<file path="config.mk">
export PLATFORM = sky130hd
export DESIGN_NAME = button_debounce
export DESIGN_NICKNAME = d
export VERILOG_FILES = /design/src/rtl/button_debounce.sv
export SDC_FILE = /design/constraint.sdc
export NUM_CORES = 1
export LEC_CHECK = 0
export CORE_MARGIN = 1.5
export CORE_UTILIZATION = 32
export DETAILED_ROUTE_END_ITERATION = 7
export HOLD_SLACK_MARGIN = 0.08
export PLACE_DENSITY_LB_ADDON = 0.12
export SKIP_CTS_REPAIR_TIMING = 1
export SYNTH_ARGS = -nofsm -noshare
export SYNTH_HDL_FRONTEND = slang
export SYNTH_SLANG_ARGS = --single-unit
export TNS_END_PERCENT = 50
</file>
<file path="constraint.sdc">
create_clock -name clk -period 1.4 [get_ports clk]
set_input_delay 0.42 -clock clk [delete_from_list [all_inputs] [get_ports clk]]
set_output_delay 0.42 -clock clk [all_outputs]
set_load 0.01 [all_outputs]
</file>
<file path="src/rtl/button_debounce.sv">
// button_debounce: brings a bouncing asynchronous pad signal into the clk
// domain, then only accepts a new level after it has been sampled
// STABLE_CYCLES times in a row. sig_db and busy decode registered state only.
module button_debounce #(
  parameter int   SYNC_STAGES   = 2,
  parameter int   STABLE_CYCLES = 1000,
  parameter logic INIT          = 1'b0
) (
  input  logic clk,
  input  logic rst,
  input  logic sig,
  output logic sig_db,
  output logic busy
);

  localparam int CW = $clog2(STABLE_CYCLES + 1);
  localparam logic [CW-1:0] CNT_ONE  = CW'(1);
  localparam logic [CW-1:0] CNT_LAST = CW'(STABLE_CYCLES - 1);

  // Encoding chosen so bit 1 is the debounced level and busy is the XOR of
  // both bits; the outputs then need no extra decode flops or logic cones.
  localparam logic [1:0] LO        = 2'b00;
  localparam logic [1:0] CHK_HI    = 2'b01;
  localparam logic [1:0] HI        = 2'b11;
  localparam logic [1:0] CHK_LO    = 2'b10;
  localparam logic [1:0] RST_STATE = INIT ? HI : LO;

  logic [SYNC_STAGES-1:0] sync_reg;
  logic                   s;
  logic [1:0]             state_reg;
  logic [1:0]             state_next;
  logic [CW-1:0]          cnt_reg;
  logic [CW-1:0]          cnt_next;

  // Synchronizer chain: plain flop-to-flop, stage 0 captures the pad.
  genvar gi;
  generate
    for (gi = 0; gi < SYNC_STAGES; gi++) begin : g_sync
      if (gi == 0) begin : g_first
        // First stage samples the raw asynchronous input.
        always_ff @(posedge clk) begin
          if (rst) sync_reg[0] <= INIT;
          else     sync_reg[0] <= sig;
        end
      end else begin : g_rest
        // Later stages only shift the previous stage along.
        always_ff @(posedge clk) begin
          if (rst) sync_reg[gi] <= INIT;
          else     sync_reg[gi] <= sync_reg[gi-1];
        end
      end
    end
  endgenerate

  assign s = sync_reg[SYNC_STAGES-1];

  // Next-state and stability-counter logic; any disagreeing sample restarts.
  always_comb begin
    state_next = state_reg;
    cnt_next   = cnt_reg;
    case (state_reg)
      LO: begin
        if (s) begin
          cnt_next   = CNT_ONE;
          state_next = (STABLE_CYCLES == 1) ? HI : CHK_HI;
        end else begin
          cnt_next = '0;
        end
      end
      CHK_HI: begin
        if (!s) begin
          state_next = LO;
          cnt_next   = '0;
        end else if (cnt_reg == CNT_LAST) begin
          state_next = HI;
          cnt_next   = '0;
        end else begin
          cnt_next = cnt_reg + CNT_ONE;
        end
      end
      HI: begin
        if (!s) begin
          cnt_next   = CNT_ONE;
          state_next = (STABLE_CYCLES == 1) ? LO : CHK_LO;
        end else begin
          cnt_next = '0;
        end
      end
      CHK_LO: begin
        if (s) begin
          state_next = HI;
          cnt_next   = '0;
        end else if (cnt_reg == CNT_LAST) begin
          state_next = LO;
          cnt_next   = '0;
        end else begin
          cnt_next = cnt_reg + CNT_ONE;
        end
      end
      default: begin
        state_next = RST_STATE;
        cnt_next   = '0;
      end
    endcase
  end

  // State and counter registers; reset wins over any transition.
  always_ff @(posedge clk) begin
    if (rst) begin
      state_reg <= RST_STATE;
      cnt_reg   <= '0;
    end else begin
      state_reg <= state_next;
      cnt_reg   <= cnt_next;
    end
  end

  assign sig_db = state_reg[1];
  assign busy   = state_reg[1] ^ state_reg[0];

endmodule

</file>
Word-level counts from Yosys, hierarchy flattened:

Index checks and enable logic that the tools add are counted.

* add/sub/neg operators: 1
* bitwise logic cells: 1
* muxes and demuxes: 13
* reductions and logical operators: 2
* equal/unequal tests: 8

Operators by type and width (number)
* one-hot mux 10 bit (4 select lines): 1
* two-way mux 10 bit: 3
* two-way mux 2 bit: 6
* adder 10 x 1 -> 10 bit, second input constant: 1
* equality test 10 bit, second input constant: 1
* one-hot mux 2 bit (4 select lines): 1
* != test 3 bit, second input constant: 2
* equality test 2 bit, second input constant: 2
* != test 2 bit, second input constant: 2
* AND reduction 4 bit: 1
* equality test 2 x 1 -> 1 bit, second input constant: 1
* zero test 2 bit: 1
* two-way mux 1 bit: 2
* bitwise XOR 1 bit: 1

* input port bits: 3
* logic and storage cells: 29
* output and inout port bits: 2
* flip-flop bits (word level): 14

Longest topological paths before layout:

Gate-level depths: netlist of run 1.

* word-level depth: 4
* depth in mapped cells: 6
* gate-level depth less buffers: 6

Worst setup path before layout of run 1:

No wires, ideal clock.

* kind: register to register
* start: register state_reg[1]
* end: register state_reg[1]
* data required time: 1.284 ns
* setup time: 0.116 ns
* buffers on the path: 0
* stages on the path, launching flop included: 7
* period minus slack after synthesis: 1.460 ns
* path slack: -0.060 ns
* arrival time: 1.345 ns
* cells stage by stage: dfxtp_1 -> inv_1 -> ha_1 -> mux2_2 -> o31ai_4 -> a211oi_1 -> a31o_1

* word-level cells in the longest chain between the ends: 3
* elaborated cells between the ends (all ways): 10
* those cells by class: eq/ne (7); mux (1); reduce/logical (2)

Ends and longest elaborated chain
* from (decl): RTL line 30 `logic [1:0] state_reg;`
* from (signal assigned): RTL line 113 `state_reg <= state_next;`
* equality test 2 x 1 -> 1 bit, or another cell as far along: RTL line 61 `case (state_reg)`
* != test 3 bit (no line) or != test 2 bit (tied branches)
* AND reduction 4 bit (no line)

Several ways; a longest one is shown, not always the timed one.
A chain may end at the register's enable or synchronous reset.

Final worst setup path of run 1:

* start: register state_reg[0]
* end: register cnt_reg[0]

* word-level cells in the longest chain between the ends: 2
* elaborated cells between the ends (all ways): 5
* those cells by class: eq/ne (3); mux (1); reduce/logical (1)

Ends and longest elaborated chain
* equality test 2 bit, or another cell as far along: RTL line 61
* one-hot mux 10 bit (4 select lines) (*): RTL line 61
* to (signal assigned): RTL line 114 `cnt_reg <= cnt_next;`
* to (decl): RTL line 32 `logic [CW-1:0] cnt_reg;`

Mark *: on every way between the ends. The rest lies on a longest branch, timed or not.

==> results.md, run 1 <==
* Dpl hpwl at about 1000 µm
* Clk sink count at 14
* DR iter-0 viols at 7
* Area grow syn2layout at 49.9%
* RSZ-0062 raised after global routing: true
* Peak VDD IR at roughly 0.00074 V
* Type of the worst min-delay path: register to register
* Die height at 49.2 µm
* Gpl congestion at about 0.86
* Worst Setup End Kind: register
* Register share of total power at 0.483
* Routed wl met3 at between 20 and 30 µm
* # setup viols final at 4
* Power share of the combinational group at 0.166
* Clk_lat worst skew at roughly 0.29 ns
* Total iterations of the first detailed-routing run at 4
* Final Hold Fails at 0
* WL met2 at ~640 µm
* Worst-path fanout max at 5
* First-pass GRT wire length at between 2000 and 2500 µm
* Grt ovf at 0
* Via count of the routed design at 566
* Post-Syn Area at approximately 680 µm²
* Sequential area share after synthesis at 0.410
* Slew HR at 0.795
* Final wirelength at approximately 1400 µm
* Clk pwr share at 0.351
* Tcrit/Tclk final at 1.07
* Failing checks: setup timing
* Clk slew on worst S/H paths at 0.09 ns
* # rows at 16
* Yosys warnings at 0
* Int Pwr at approximately 640 µW
* Synthesized flop and latch total at 14
* GRT Overall Usage at 0.115
* CTS H-tree depth at 1
* Max Slew Vio Count at 0
* Post-DR vias/cell at approximately 4.5
* Tot Pwr at between 800 and 900 µW
* Syn Area/Cell at between 9 and 10 µm²
* Critical path arrival at around 1.7 ns
* Max cap viols at 0
* WP data required at around 1.6 ns
* Leakage at between 0.0003 and 0.0004 µW
* Clk root buf: clkbuf_4
* Initial core utilization at 0.345
* Max Clock Freq at between 0.6 and 0.7 GHz
* DR top layer: met4
* Max reg flops at 10
* Core Region at 0.00198 mm²
* Wire per inst at around 11 µm
* Worst Setup Start Kind: register
* Outcome: finished with violations
* Final design utilization at 0.518
* Mapped Cells at slightly above 70
* Layout cells sized above 1 at 0.429
* Net Sw Frac at 0.257
* Initial antenna violation count at 0
* Critical path type: register to register
* Die width at between 40 and 50 µm
* Die area at ~0.0024 mm²
* Worst setup margin at -0.0991 ns
* Final net count at roughly 110
* Setup TNS at -0.305 ns
* Worst slew pin tran at roughly 0.3 ns
* Max Root-Sink Buffers at 2
* PD cells at between 800 and 900 mW/mm²
* CTS tree: done
* Largest net degree at the start of global routing at 9
* DRC at 0
* Cell variety after synth at 22
* Number of global-route vias before repair at 520
* TritonCTS Buffers at 3
* Minimum clock period after layout at 1.50 ns
* Port bufs at 4
* Met1 Routed Length at just under 700 µm
* Psw at 222 µW
* Syn_nets at 81
* I/O pins at 5
* Ant. Diodes at 0
* ANT nets after route at 0
* Max Clock Skew at roughly 0.0027 ns
[cells in the mapped netlist (all sizes together)]
cell type	instances	area, µm²
dfxtp	14	280
nor2	11	41.3
ha	6	75.1
xnor2	6	52.6
nand2	5	18.8
a21oi	4	20.0
nor3	4	20.0
inv	3	11.3
nand3	3	15.0
a211oi	2	15.0
nor2b	2	12.5
xor2	2	17.5
a311oi	1	8.76
a31o	1	8.76
and3	1	6.26
mux2	1	11.3
mux2i	1	10.0
nand4	1	12.5
nand4b	1	8.76
o21a	1	7.51
o31a	1	10.0
o31ai	1	21.3
[critical path, stage by stage (launching register included)]
cell and delay [ns]:
dfxtp_2 0.34, inv_2 0.05, buf_4 0.13, ha_2 0.16
mux2_4 0.29, o31ai_4 0.09, buf_4 0.17, o21a_1 0.13
a211oi_2 0.03
[layout make-up]
cell class | count | area, µm²
fillers | 183 | 956
multi-input cells | 55 | 483
flip-flops and latches | 14 | 285
repair buffers | 22 | 176
clock buffers | 4 | 36.3
well taps | 27 | 33.8
inverters | 3 | 11.3
[cell families (layout without fill, tap and decap cells)]
kind of cell | count (synthesis) | after routing | share of synthesized area
muxes | 2 | 2 | 0.0311
and+or+nand+nor | 28 | 28 | 0.197
DFF | 14 | 14 | 0.410
buffers and inverters | 3 | 29 | 0.0165
adders and majority gates | 6 | 6 | 0.110
AOI/OAI and AO/OA | 11 | 11 | 0.133
xor gates and xnor gates | 8 | 8 | 0.102
[power by group through the flow]
stage	combinational [µW]	sequential, µW	clock (µW)
finish	144	417	303
global route	158	418	319
CTS	119	414	302
detailed placement	118	423	0
global placement	117	423	0
floorplan	54.8	426	0
[routing by layer]
metal / global-route usage / vias to the layer above
met4: 0.0429 / 0
met3: 0.0276 / 2
li1: - / 304
met2: 0.180 / 6
met5: 0 / -
met1: 0.150 / 254
[metrics by stage]
stage                     instance area (µm²)  setup slack [ns]  hold WS [ns]  instances
after detailed placement                  882            -0.234         0.430        119
after global placement                    882            -0.212         0.421        119
after floorplan                           688           0.00676         0.414         72
after global routing                     1030            -0.165         0.466        125
final                                    1030           -0.0991         0.445        125
after CTS                                 918            -0.550         0.451        123
[cell usage in the layout (no fill, tap or decap), types with 2 or more instances in the layout]
cell and count:
buf_4 17, nor2_1 10, dfxtp_1 10, xnor2_1 6
nand2_1 4, nor3_1 4, a21oi_1 4, dfxtp_2 4
nand3_1 3, ha_4 3, clkbuf_4 3, inv_2 2
xor2_1 2, a211oi_2 2, nor2b_1 2, ha_1 2
clkdlybuf4s50_1 2
[path summary, 6_finish.rpt]
path / start / end / slack [ns] / depth (start not counted)
setup / recovery: state_reg[0]$_SDFFE_PP0P_ / cnt_reg[0]$_SDFF_PP0_ / -0.1 / 8
hold / removal: sync_reg[0]$_SDFF_PP0_ / s$_SDFF_PP0_ / 0.44 / 1
setup reg to reg: state_reg[0]$_SDFFE_PP0P_ / cnt_reg[0]$_SDFF_PP0_ / -0.1 / 8
hold reg to reg: sync_reg[0]$_SDFF_PP0_ / s$_SDFF_PP0_ / 0.44 / 1
No activity file was read; power rests on OpenSTA's default activity.
==> run 2: changes to the inputs <==
--- a/config.mk
+++ b/config.mk
@@ -5,8 +5,10 @@
 export SDC_FILE = /design/constraint.sdc
 export NUM_CORES = 1
 export LEC_CHECK = 0
+export CAP_MARGIN = 40
 export CORE_MARGIN = 1.5
 export CORE_UTILIZATION = 32
+export CTS_CLUSTER_SIZE = 10
 export DETAILED_ROUTE_END_ITERATION = 7
 export HOLD_SLACK_MARGIN = 0.08
 export PLACE_DENSITY_LB_ADDON = 0.12
==> results of run 2 <==
The final DEF is identical to that of run 1; final timing and power are the same.
==> run 3: changes to the inputs <==
--- a/config.mk
+++ b/config.mk
@@ -6,6 +6,8 @@
 export NUM_CORES = 1
 export LEC_CHECK = 0
 export CAP_MARGIN = 40
+export CELL_PAD_IN_SITES_DETAIL_PLACEMENT = 1
+export CELL_PAD_IN_SITES_GLOBAL_PLACEMENT = 2
 export CORE_MARGIN = 1.5
 export CORE_UTILIZATION = 32
 export CTS_CLUSTER_SIZE = 10
==> constraint.sdc (replaced) <==
create_clock -name clk -period 1.8 [get_ports clk]
set_input_delay 0.54 -clock clk [delete_from_list [all_inputs] [get_ports clk]]
set_output_delay 0.54 -clock clk [all_outputs]
set_load 0.01 [all_outputs]
==> run 3 against run 2 <==
  * The run now ends clean
  * Routed wire length decreased by 9.2%
  * Final cell count decreased by 9.6%
  * Core utilization decreased by 9.2 points
  * Sequential share of layout area increased by 5.4 points
  * Clock power decreased by 26%
  * Flip-flop and latch count unchanged
  * Worst setup slack improved by 0.20 ns
  * First-iteration DRC count decreased by 57%
  * Sequential power decreased by 22%
  * Critical path depth decreased by 5
  * Global-route usage increased by 0.91 points
  * Critical path type is now register to output port
  * Largest power group unchanged
==> results.md, run 3 (synthesized netlist as in run 1, its figures left out) <==
* Outcome: finished clean
* Number of global-route vias before repair at around 530
* Slew HR at 0.797
* Critical path type: register to output port
* Core Region at 0.00198 mm²
* Worst-path fanout max at 3
* Minimum clock period after layout at 1.70 ns
* Critical path arrival at roughly 1.2 ns
* WP data required at around 1.3 ns
* Clk_lat worst skew at around 0.27 ns
* Max Clock Freq at 0.590 GHz
* Ant. Diodes at 0
* Final wirelength at 1250 µm
* Grt ovf at 0
* Worst slew pin tran at 0.296 ns
* Commonest non-fill, non-tap cell in the layout: dfxtp_1
* Dpl hpwl at between 900 and 1000 µm
* Post-DR vias/cell at between 4 and 5
* Max Clock Skew at slightly above 0.004 ns
* Final design utilization at 0.426
* Dpl ws at between 0.03 and 0.04 ns
* Max cap viols at 0
* Psw at about 140 µW
* Initial core utilization at 0.345
* Final Hold Fails at 0
* Largest net degree at the start of global routing at 9
* Worst setup margin at about 0.10 ns
* I/O pins at 5
* Setup TNS at 0 ns
* Initial antenna violation count at 0
* Worst Setup End Kind: output port
* Die area at ~0.0024 mm²
* GRT Overall Usage at 0.124
* DRC at 0
* Via count of the routed design at ~520
* # setup viols final at 0
* Max Root-Sink Buffers at 2
* Area grow syn2layout at 23.4%
* Net Sw Frac at 0.229
* Max Slew Vio Count at 0
* First-pass GRT wire length at 2310 µm
* Clk pwr share at 0.357
* TritonCTS Buffers at 3
* Max reg flops at 10
* Total iterations of the first detailed-routing run at 4
* RSZ-0062 raised after global routing: false
* Layout cells sized above 1 at 0.163
* Die height at approximately 49 µm
* Int Pwr at roughly 480 µW
* Power share of the combinational group at 0.123
* CTS tree: done
* Worst Setup Start Kind: register
* PD cells at about 740 mW/mm²
* Die width at about 50 µm
* # rows at 16
* Clk sink count at 14
* Wire per inst at 11.1 µm
* CTS H-tree depth at 1
* Gpl congestion at around 0.72
* Tcrit/Tclk final at 0.942
* Port bufs at 4
* Clk root buf: clkbuf_4
* Most frequent cells in the layout: dfxtp_1, nor2_1, xnor2_1, ha_1, buf_4
* Peak VDD IR at ~0.0004 V
* Register share of total power at 0.520
* ANT nets after route at 0
* Placed cell areas at approximately 800 µm²
* Type of the worst min-delay path: register to register
* Fill count at 240
* DR iter-0 viols at 3
* Leakage at around 0.00033 µW
* Final net count at 96
* Clk slew on worst S/H paths at 0.08 ns
* Final instance area at 845 µm²
==> run 3: cell types whose count changed in the layout (fill, tap and decap cells not counted), moves of 2 or more <==
cell	change
ha_4	-3
dfxtp_2	-4
inv_2	-2
a211oi_2	-2
inv_1	+2
buf_4	-11
a211oi_1	+2
ha_1	+4
dfxtp_1	+4
==> run 3: worst max-delay path, stage by stage (launching register included) <==
cell	delay, ns
dfxtp_1	0.34
inv_1	0.07
ha_1	0.30
dlymetal6s2s_1	0.18
==> run 3: routing by layer <==
metal	wire, µm	vias to the layer above	track usage
li1	-	276	-
met1	702	242	0.171
met2	505	4	0.180
met3	31	2	0.0368
met4	12	0	0.0429
met5	0	-	0
==> run 3: power groups by stage <==
| stage | clock network, µW | logic (µW) | registers, µW |
|---|---|---|---|
| global placement | 0 | 77.6 | 331 |
| floorplan | 0 | 42.0 | 331 |
| global route | 247 | 85.4 | 326 |
| finish | 223 | 76.6 | 324 |
| detailed placement | 0 | 77.3 | 331 |
| CTS | 232 | 78.3 | 324 |
==> run 3: area by class of cell <==
| cell class | instances | area, µm² | share of cell area |
|---|---|---|---|
| tap | 27 | 33.8 | 0.0400 |
| multi-input combinational | 55 | 393 | 0.465 |
| inverter | 3 | 11.3 | 0.0133 |
| clock buffer | 4 | 36.3 | 0.0430 |
| sequential | 14 | 280 | 0.332 |
| timing repair buffer | 10 | 90.1 | 0.107 |
==> run 3: worst paths after layout <==
kind	startpoint	to	slack, ns	cells past startpoint
setup / recovery	state_reg[0]$_SDFFE_PP0P_	busy	0.10	3
hold / removal	sync_reg[0]$_SDFF_PP0_	s$_SDFF_PP0_	0.45	1
setup reg to reg	state_reg[1]$_SDFFE_PP0P_	cnt_reg[4]$_SDFF_PP0_	0.21	7
hold reg to reg	sync_reg[0]$_SDFF_PP0_	s$_SDFF_PP0_	0.45	1
==> run 3: per-stage QoR <==
step / cells / power, µW / hold WS [ns]
CTS: 113 / 635 / 0.453
floorplan: 72 / 373 / 0.414
global route: 113 / 658 / 0.458
global placement: 109 / 409 / 0.423
finish: 113 / 623 / 0.450
detailed placement: 109 / 409 / 0.435
